<file path="config.mk">
export PLATFORM = sky130hd
export DESIGN_NAME = fx2_slave_fifo_writer_flat
export DESIGN_NICKNAME = d
export VERILOG_FILES = /design/src/rtl/fx2_pkg.sv /design/src/rtl/fx2_slave_fifo_writer_if.sv /design/src/rtl/fx2_idle_timer.sv /design/src/rtl/fx2_slave_fifo_writer.sv /design/src/flat_wrapper.sv
export SDC_FILE = /design/constraint.sdc
export NUM_CORES = 1
export LEC_CHECK = 0
export CORE_MARGIN = 2
export CORE_UTILIZATION = 55
export CTS_BUF_LIST = sky130_fd_sc_hd__clkbuf_16
export DETAILED_ROUTE_END_ITERATION = 10
export HOLD_SLACK_MARGIN = 0.03
export PLACE_DENSITY = 0.81
export SLEW_MARGIN = 30
export SYNTH_ARGS = -nofsm -noshare
export SYNTH_HDL_FRONTEND = slang
export SYNTH_SLANG_ARGS = --single-unit
</file>
<file path="constraint.sdc">
create_clock -name clk -period 3.35 [get_ports clk]
set_input_delay 0.5025 -clock clk [delete_from_list [all_inputs] [get_ports clk]]
set_output_delay 0.5025 -clock clk [all_outputs]
set_load 0.05 [all_outputs]
</file>
<file path="src/rtl/fx2_pkg.sv">
// Shared types and constants for the FX2 slave-FIFO writer.
// State encoding, EP6 FIFO address and counter widths.
package fx2_pkg;

    typedef enum logic [2:0] {
        ST_IDLE    = 3'd0,
        ST_REQ     = 3'd1,
        ST_CAPTURE = 3'd2,
        ST_WRITE   = 3'd3,
        ST_PKTEND  = 3'd4
    } state_t;

    localparam logic [1:0] FX2_EP6_ADDR  = 2'b10;
    localparam int         DEF_PKT_BYTES = 512;
    localparam int         STALL_WIDTH   = 16;

endpackage

</file>
<file path="src/rtl/fx2_slave_fifo_writer_if.sv">
// DAQ FIFO read port plus FX2 slave-FIFO pins, grouped as one bus.
// master = the writer block, slave = the FIFO/FX2 side.
interface fx2_slave_fifo_writer_if;
    logic [7:0] fifo_q;
    logic       fifo_rdempty;
    logic       fifo_rdreq;
    logic       usb_full_n;
    logic [7:0] usb_fd;
    logic       usb_slwr_n;
    logic       usb_pktend_n;
    logic       usb_sloe_n;
    logic [1:0] usb_fifoadr;

    modport master (
        input  fifo_q, fifo_rdempty, usb_full_n,
        output fifo_rdreq, usb_fd, usb_slwr_n, usb_pktend_n, usb_sloe_n, usb_fifoadr
    );

    modport slave (
        output fifo_q, fifo_rdempty, usb_full_n,
        input  fifo_rdreq, usb_fd, usb_slwr_n, usb_pktend_n, usb_sloe_n, usb_fifoadr
    );
endinterface

</file>
<file path="src/rtl/fx2_idle_timer.sv">
// Saturating idle counter; tc is high while the count sits at TIMEOUT_CYCLES-1.
// Single-cycle registered count; clr has priority over inc.
module fx2_idle_timer #(
    parameter int TIMEOUT_CYCLES = 4096,
    parameter int TO_WIDTH       = 13
) (
    input  logic clk,
    input  logic clear_n,
    input  logic inc,
    input  logic clr,
    output logic tc
);
    localparam logic [TO_WIDTH-1:0] TERM = TO_WIDTH'(TIMEOUT_CYCLES - 1);

    logic [TO_WIDTH-1:0] cnt;

    always_ff @(posedge clk or negedge clear_n) begin
        if (!clear_n) begin
            cnt <= '0;
        end else if (clr) begin
            cnt <= '0;
        end else if (inc && (cnt != TERM)) begin
            cnt <= cnt + 1'b1;
        end
    end

    assign tc = (cnt == TERM);
endmodule

</file>
<file path="src/rtl/fx2_slave_fifo_writer.sv">
// Pops DAQ FIFO bytes into FX2 EP6 with SLWR, one byte per 4 clocks; commits short packets with PKTEND.
// Stalls in WRITE (data held, SLWR high) while FLAGB reports full; never pops from an empty FIFO.
module fx2_slave_fifo_writer
    import fx2_pkg::*;
#(
    parameter int PKT_BYTES      = DEF_PKT_BYTES,
    parameter int CNT_WIDTH      = 10,
    parameter int TIMEOUT_CYCLES = 4096,
    parameter int TO_WIDTH       = 13
) (
    input  logic                   clk,
    input  logic                   clear_n,
    input  logic                   enable,
    input  logic                   flush,
    fx2_slave_fifo_writer_if.master bus,
    output logic [CNT_WIDTH-1:0]   pkt_count,
    output logic [STALL_WIDTH-1:0] stall_count
);
    localparam logic [CNT_WIDTH-1:0]   PKT_LAST  = CNT_WIDTH'(PKT_BYTES - 1);
    localparam logic [STALL_WIDTH-1:0] STALL_MAX = {STALL_WIDTH{1'b1}};

    state_t                 state_q, state_d;
    logic                   flush_pending, flush_pending_d;
    logic                   idle_tc;
    logic                   rdreq_d, slwr_n_d, pktend_n_d;
    logic [7:0]             fd_d;
    logic [CNT_WIDTH-1:0]   pkt_d;
    logic [STALL_WIDTH-1:0] stall_d;

    logic pkt_nz, start_ok, commit_ok, strobe, in_idle, in_pktend;

    assign pkt_nz    = (pkt_count != '0);
    assign in_idle   = (state_q == ST_IDLE);
    assign in_pktend = (state_q == ST_PKTEND);
    assign start_ok  = enable && !bus.fifo_rdempty && bus.usb_full_n;
    assign commit_ok = bus.fifo_rdempty && pkt_nz && (flush_pending || idle_tc) && bus.usb_full_n;
    assign strobe    = (state_q == ST_WRITE) && bus.usb_full_n;

    fx2_idle_timer #(
        .TIMEOUT_CYCLES (TIMEOUT_CYCLES),
        .TO_WIDTH       (TO_WIDTH)
    ) u_idle_timer (
        .clk     (clk),
        .clear_n (clear_n),
        .inc     (in_idle && bus.fifo_rdempty && pkt_nz),
        .clr     (strobe || in_pktend),
        .tc      (idle_tc)
    );

    // State and registered outputs.
    always_ff @(posedge clk or negedge clear_n) begin
        if (!clear_n) begin
            state_q          <= ST_IDLE;
            flush_pending    <= 1'b0;
            bus.fifo_rdreq   <= 1'b0;
            bus.usb_fd       <= 8'h00;
            bus.usb_slwr_n   <= 1'b1;
            bus.usb_pktend_n <= 1'b1;
            bus.usb_sloe_n   <= 1'b1;
            bus.usb_fifoadr  <= FX2_EP6_ADDR;
            pkt_count        <= '0;
            stall_count      <= '0;
        end else begin
            state_q          <= state_d;
            flush_pending    <= flush_pending_d;
            bus.fifo_rdreq   <= rdreq_d;
            bus.usb_fd       <= fd_d;
            bus.usb_slwr_n   <= slwr_n_d;
            bus.usb_pktend_n <= pktend_n_d;
            bus.usb_sloe_n   <= 1'b1;
            bus.usb_fifoadr  <= FX2_EP6_ADDR;
            pkt_count        <= pkt_d;
            stall_count      <= stall_d;
        end
    end

    always_comb begin
        state_d = state_q;
        case (state_q)
            ST_IDLE: begin
                if (start_ok)       state_d = ST_REQ;
                else if (commit_ok) state_d = ST_PKTEND;
            end
            ST_REQ:     state_d = ST_CAPTURE;
            ST_CAPTURE: state_d = ST_WRITE;
            ST_WRITE:   if (bus.usb_full_n) state_d = ST_IDLE;
            ST_PKTEND:  state_d = ST_IDLE;
            default:    state_d = ST_IDLE;
        endcase
    end

    always_comb begin
        rdreq_d    = (state_d == ST_REQ);
        pktend_n_d = (state_d != ST_PKTEND);
        slwr_n_d   = !strobe;
        fd_d       = (state_q == ST_CAPTURE) ? bus.fifo_q : bus.usb_fd;

        // Full packets wrap to zero and are committed by the FX2 itself.
        pkt_d = pkt_count;
        if (strobe)         pkt_d = (pkt_count == PKT_LAST) ? '0 : pkt_count + 1'b1;
        else if (in_pktend) pkt_d = '0;

        stall_d = stall_count;
        if ((state_q == ST_WRITE) && !bus.usb_full_n && (stall_count != STALL_MAX))
            stall_d = stall_count + 1'b1;

        // A new pulse wins over any same-cycle clear so it is never lost.
        flush_pending_d = flush_pending;
        if (flush)                                          flush_pending_d = 1'b1;
        else if (in_pktend)                                 flush_pending_d = 1'b0;
        else if (in_idle && bus.fifo_rdempty && !pkt_nz)    flush_pending_d = 1'b0;
    end
endmodule
</file>
<file path="src/flat_wrapper.sv">
// flat-port wrapper written by rule: the top's interface ports become plain ports
module fx2_slave_fifo_writer_flat import fx2_pkg::*;
#(
    parameter int PKT_BYTES      = DEF_PKT_BYTES,
    parameter int CNT_WIDTH      = 10,
    parameter int TIMEOUT_CYCLES = 4096,
    parameter int TO_WIDTH       = 13
)
  (clk, clear_n, enable, flush, pkt_count, stall_count, bus_fifo_q, bus_fifo_rdempty, bus_usb_full_n, bus_fifo_rdreq, bus_usb_fd, bus_usb_slwr_n, bus_usb_pktend_n, bus_usb_sloe_n, bus_usb_fifoadr);
  fx2_slave_fifo_writer_if bus_i ();
  input  logic clk;
  input  logic clear_n;
  input  logic enable;
  input  logic flush;
  output logic [CNT_WIDTH-1:0] pkt_count;
  output logic [STALL_WIDTH-1:0] stall_count;
  input wire logic [$bits(bus_i.fifo_q)-1:0] bus_fifo_q;
  input wire logic [$bits(bus_i.fifo_rdempty)-1:0] bus_fifo_rdempty;
  input wire logic [$bits(bus_i.usb_full_n)-1:0] bus_usb_full_n;
  output wire logic [$bits(bus_i.fifo_rdreq)-1:0] bus_fifo_rdreq;
  output wire logic [$bits(bus_i.usb_fd)-1:0] bus_usb_fd;
  output wire logic [$bits(bus_i.usb_slwr_n)-1:0] bus_usb_slwr_n;
  output wire logic [$bits(bus_i.usb_pktend_n)-1:0] bus_usb_pktend_n;
  output wire logic [$bits(bus_i.usb_sloe_n)-1:0] bus_usb_sloe_n;
  output wire logic [$bits(bus_i.usb_fifoadr)-1:0] bus_usb_fifoadr;
  assign bus_i.fifo_q = bus_fifo_q;
  assign bus_i.fifo_rdempty = bus_fifo_rdempty;
  assign bus_i.usb_full_n = bus_usb_full_n;
  assign bus_fifo_rdreq = bus_i.fifo_rdreq;
  assign bus_usb_fd = bus_i.usb_fd;
  assign bus_usb_slwr_n = bus_i.usb_slwr_n;
  assign bus_usb_pktend_n = bus_i.usb_pktend_n;
  assign bus_usb_sloe_n = bus_i.usb_sloe_n;
  assign bus_usb_fifoadr = bus_i.usb_fifoadr;
  fx2_slave_fifo_writer #(.PKT_BYTES(PKT_BYTES), .CNT_WIDTH(CNT_WIDTH), .TIMEOUT_CYCLES(TIMEOUT_CYCLES), .TO_WIDTH(TO_WIDTH)) u_core (.clk(clk), .clear_n(clear_n), .enable(enable), .flush(flush), .bus(bus_i), .pkt_count(pkt_count), .stall_count(stall_count));
endmodule
</file>
==> reports/metrics.cfg <==
[status]
status = complete, no violations

[sta]
relSlewSlack_pct = 40.0
setup_violations = 0
worst_pin_slew_ns = 0.893
fmax_mhz = 443
rsz0062_at_grt = no
hold_slack_ns = 0.197
final.min_clock_period_ns = 2.26
fin_skew_ns = 0.00805
setup-tns-final_ns = 0
hold_violations = 0
slew_viol_final = 0
fin_crit_sh_pct = 67.4

[power_and_ir_drop]
internal-power_uw = 1460
p_clk_share_pct = 19.3
comb_power_share_pct = 43.0
p_per_area_nw_per_um2 = 739
p_sw_share_pct = 41.6
peakVddDrop_mv = 0.623
pwr-share-seq_pct = 37.7
power_switching_uw = 1040
leakagePower_uw = 0.00141

[critical_path]
crit_arrival_ns = 2.46
worst-r2r-cell-count = 4
cp_cell_sequence = or3_4, a311o_1, or4_1, a21oi_1
required_ns = 3.55
end_kind = flip-flop
cp_num_buf_inv = 0
path_delay_family = simple AND/OR/NAND/NOR gates
r2r_start = u_core.state_q[0]
r2r_end = u_core.u_idle_timer.cnt[9]
crit_type = reg -> reg
startpoint_type = flip-flop
critPathMaxStageDelay_ns = 0.58
worstPathMaxFanout = 22
slowest_stage = a311o_1
r2r_setup_slack_ns = 1.09

[synthesis]
async_reset_ff_share_pct = 100
synthCells = 256
seq_area_frac_synth_pct = 50.0
synthFlopType = dfrtp_1
netlist_top_cells_area = dfrtp_1, mux2_2, xor2_1, nand2_1, nand4_1
synth_seq_cells = 54
synth_enable_flop_cells = 0
yosysMostFrequentCell = dfrtp_1
yosys.area.top_type_share_pct = 48.1
avgSynthCellArea_um2 = 10.6
synth_area_um2 = 2710
ys_types = 52
yosysTopAreaCell = dfrtp_1
yosys_warnings = 0
synthTopCellsByCount = dfrtp_1, nand2_1, xor2_1

[clocking]
clockBufferDepth = 2
ctsResizeCount = 0
numCtsBuffers = 5
clock_tree.root_cell = clkbuf_16
numClockSinks = 54
htreeDepth = 2
cts_tree = done
postCtsSetupRepairBufs = 0
hold_buffers = 0
clock_latency_ns = 0.29
clk_pin_slew_ns = 0.07

[placement]
portBuffers = 50
gp_congestion = 0.792
dp_hpwl_mm = 3.85

[route]
wirelength_mm = 5.47
wl_per_cell_um = 14.6
drtIter0Drc = 143
num_vias = 2174
drtAntennaViolNets = 0
via_per_inst = 5.80
first_pass_iters = 4
drc_errors = 0

[global_routing]
grt.total_usage_pct = 22.3
grt_pass1_wl_mm = 9.57
grt-ovfl-total = 0
antenna_found_initial = 0
grt_max_degree = 31
grt_pass1_vias = 2096

[floorplanning]
start_util_pct = 57.3
core_um2 = 4720
rows = 25
dieWidth_um = 74.2
dieArea_um2 = 5500
fp.dieH_um = 74.2
ioPinCount = 54

[min_path]
hold_path.class = in -> async

[cells_and_area]
nFillCells = 352
nNetsFinal = 325
drive_gt1_share_pct = 9.42
area_growth_pct = 25.3
antenna_cells = 0

[flow_run]
cap_violations = 0

[per-stage QoR]
| stage | total power (uW) | instances | instance area (um^2) | setup WS, ns | util, % |
|---|---|---|---|---|---|
| 2_1_floorplan | 1690 | 257 | 2710 | 1.05 | - |
| 3_3_place_gp | 2010 | 367 | 3260 | 0.960 | 68.9 |
| 3_5_place_dp | 2040 | 367 | 3260 | 0.925 | 68.9 |
| 4_1_cts | 2530 | 375 | 3390 | 1.10 | 71.8 |
| 5_1_grt | 2650 | 375 | 3390 | 0.938 | 71.8 |
| 6_report | 2510 | 375 | 3390 | 1.09 | 71.8 |
[power by group through the flow]
stage,clock [uW],combinational (uW),sequential (uW)
after floorplan,0,386,1310
after global placement,0,1070,941
after detailed placement,0,1080,955
after CTS,495,1090,943
after global routing,524,1150,968
final,485,1080,944
[routing by layer]
layer	up-vias	part of all wire [%]	GRT usage, %
met5	-	0	0
met4	0	0.93	5.86
met3	6	4.6	5.15
met2	55	48	36.6
met1	1053	47	30.0
li1	1060	-	-
[registers in the layout (all words and copies together), names as in the netlist]
| name | count |
|---|---|
| u_core.u_idle_timer.cnt | 13 |
| u_core.flush_pending | 1 |
| u_core.pkt_count | 10 |
| u_core.bus.fifo_rdreq | 1 |
| u_core.bus.usb_slwr_n | 1 |
| u_core.bus.usb_fd | 8 |
| u_core.stall_count | 16 |
| u_core.state_q | 3 |
| u_core.bus.usb_pktend_n | 1 |
[layout by cell type, fill, tap and decap left out, types with 6 or more instances in the layout]
cell,n
mux2_2,11
nand3_1,13
a21oi_1,9
o21ai_0,11
o31ai_1,9
dfrtp_1,52
inv_1,9
clkdlybuf4s50_1,49
nor3_1,8
nand4_1,11
nor2_1,6
nand2_1,23
nor4_1,6
xor2_1,14
[logic make-up (layout without fill, tap and decap cells)]
| group | after synthesis | in the layout | synth area share [%] |
|---|---|---|---|
| and+or+nand+nor | 101 | 101 | 22.2 |
| DFF | 54 | 54 | 50.0 |
| AOI/OAI and AO/OA | 47 | 47 | 11.7 |
| buffers and inverters | 20 | 71 | 3.79 |
| xor gates and xnor gates | 15 | 15 | 4.85 |
| muxes | 13 | 13 | 5.31 |
| adders and majority gates | 4 | 4 | 1.85 |
| other | 2 | 3 | 0.277 |
[final cells by class]
| cell class | count | area, um^2 | area share (%) |
|---|---|---|---|
| Inverter | 8 | 30.0 | 0.885 |
| Multi-Input combinational cell | 183 | 1250 | 37.0 |
| Sequential cell | 54 | 1350 | 39.9 |
| Clock buffer | 5 | 125 | 3.69 |
| Tap cell | 67 | 83.8 | 2.47 |
| Timing Repair Buffer | 55 | 533 | 15.7 |
| Clock inverter | 3 | 12.5 | 0.369 |
[worst max-delay path by stage]
stage	start	cells past startpoint	to	slack (ns)
2_1_floorplan	u_core.pkt_count[0]	7	u_core.u_idle_timer.cnt[11]	1.05
3_3_place_gp	bus_usb_full_n	6	u_core.pkt_count[9]	0.96
3_5_place_dp	bus_fifo_rdempty	5	u_core.u_idle_timer.cnt[9]	0.92
4_1_cts	u_core.state_q[0]	4	u_core.u_idle_timer.cnt[9]	1.10
5_1_grt	u_core.pkt_count[0]	6	u_core.u_idle_timer.cnt[0]	0.94
6_report	u_core.state_q[0]	4	u_core.u_idle_timer.cnt[9]	1.09
(Power assumes the default switching activity.)
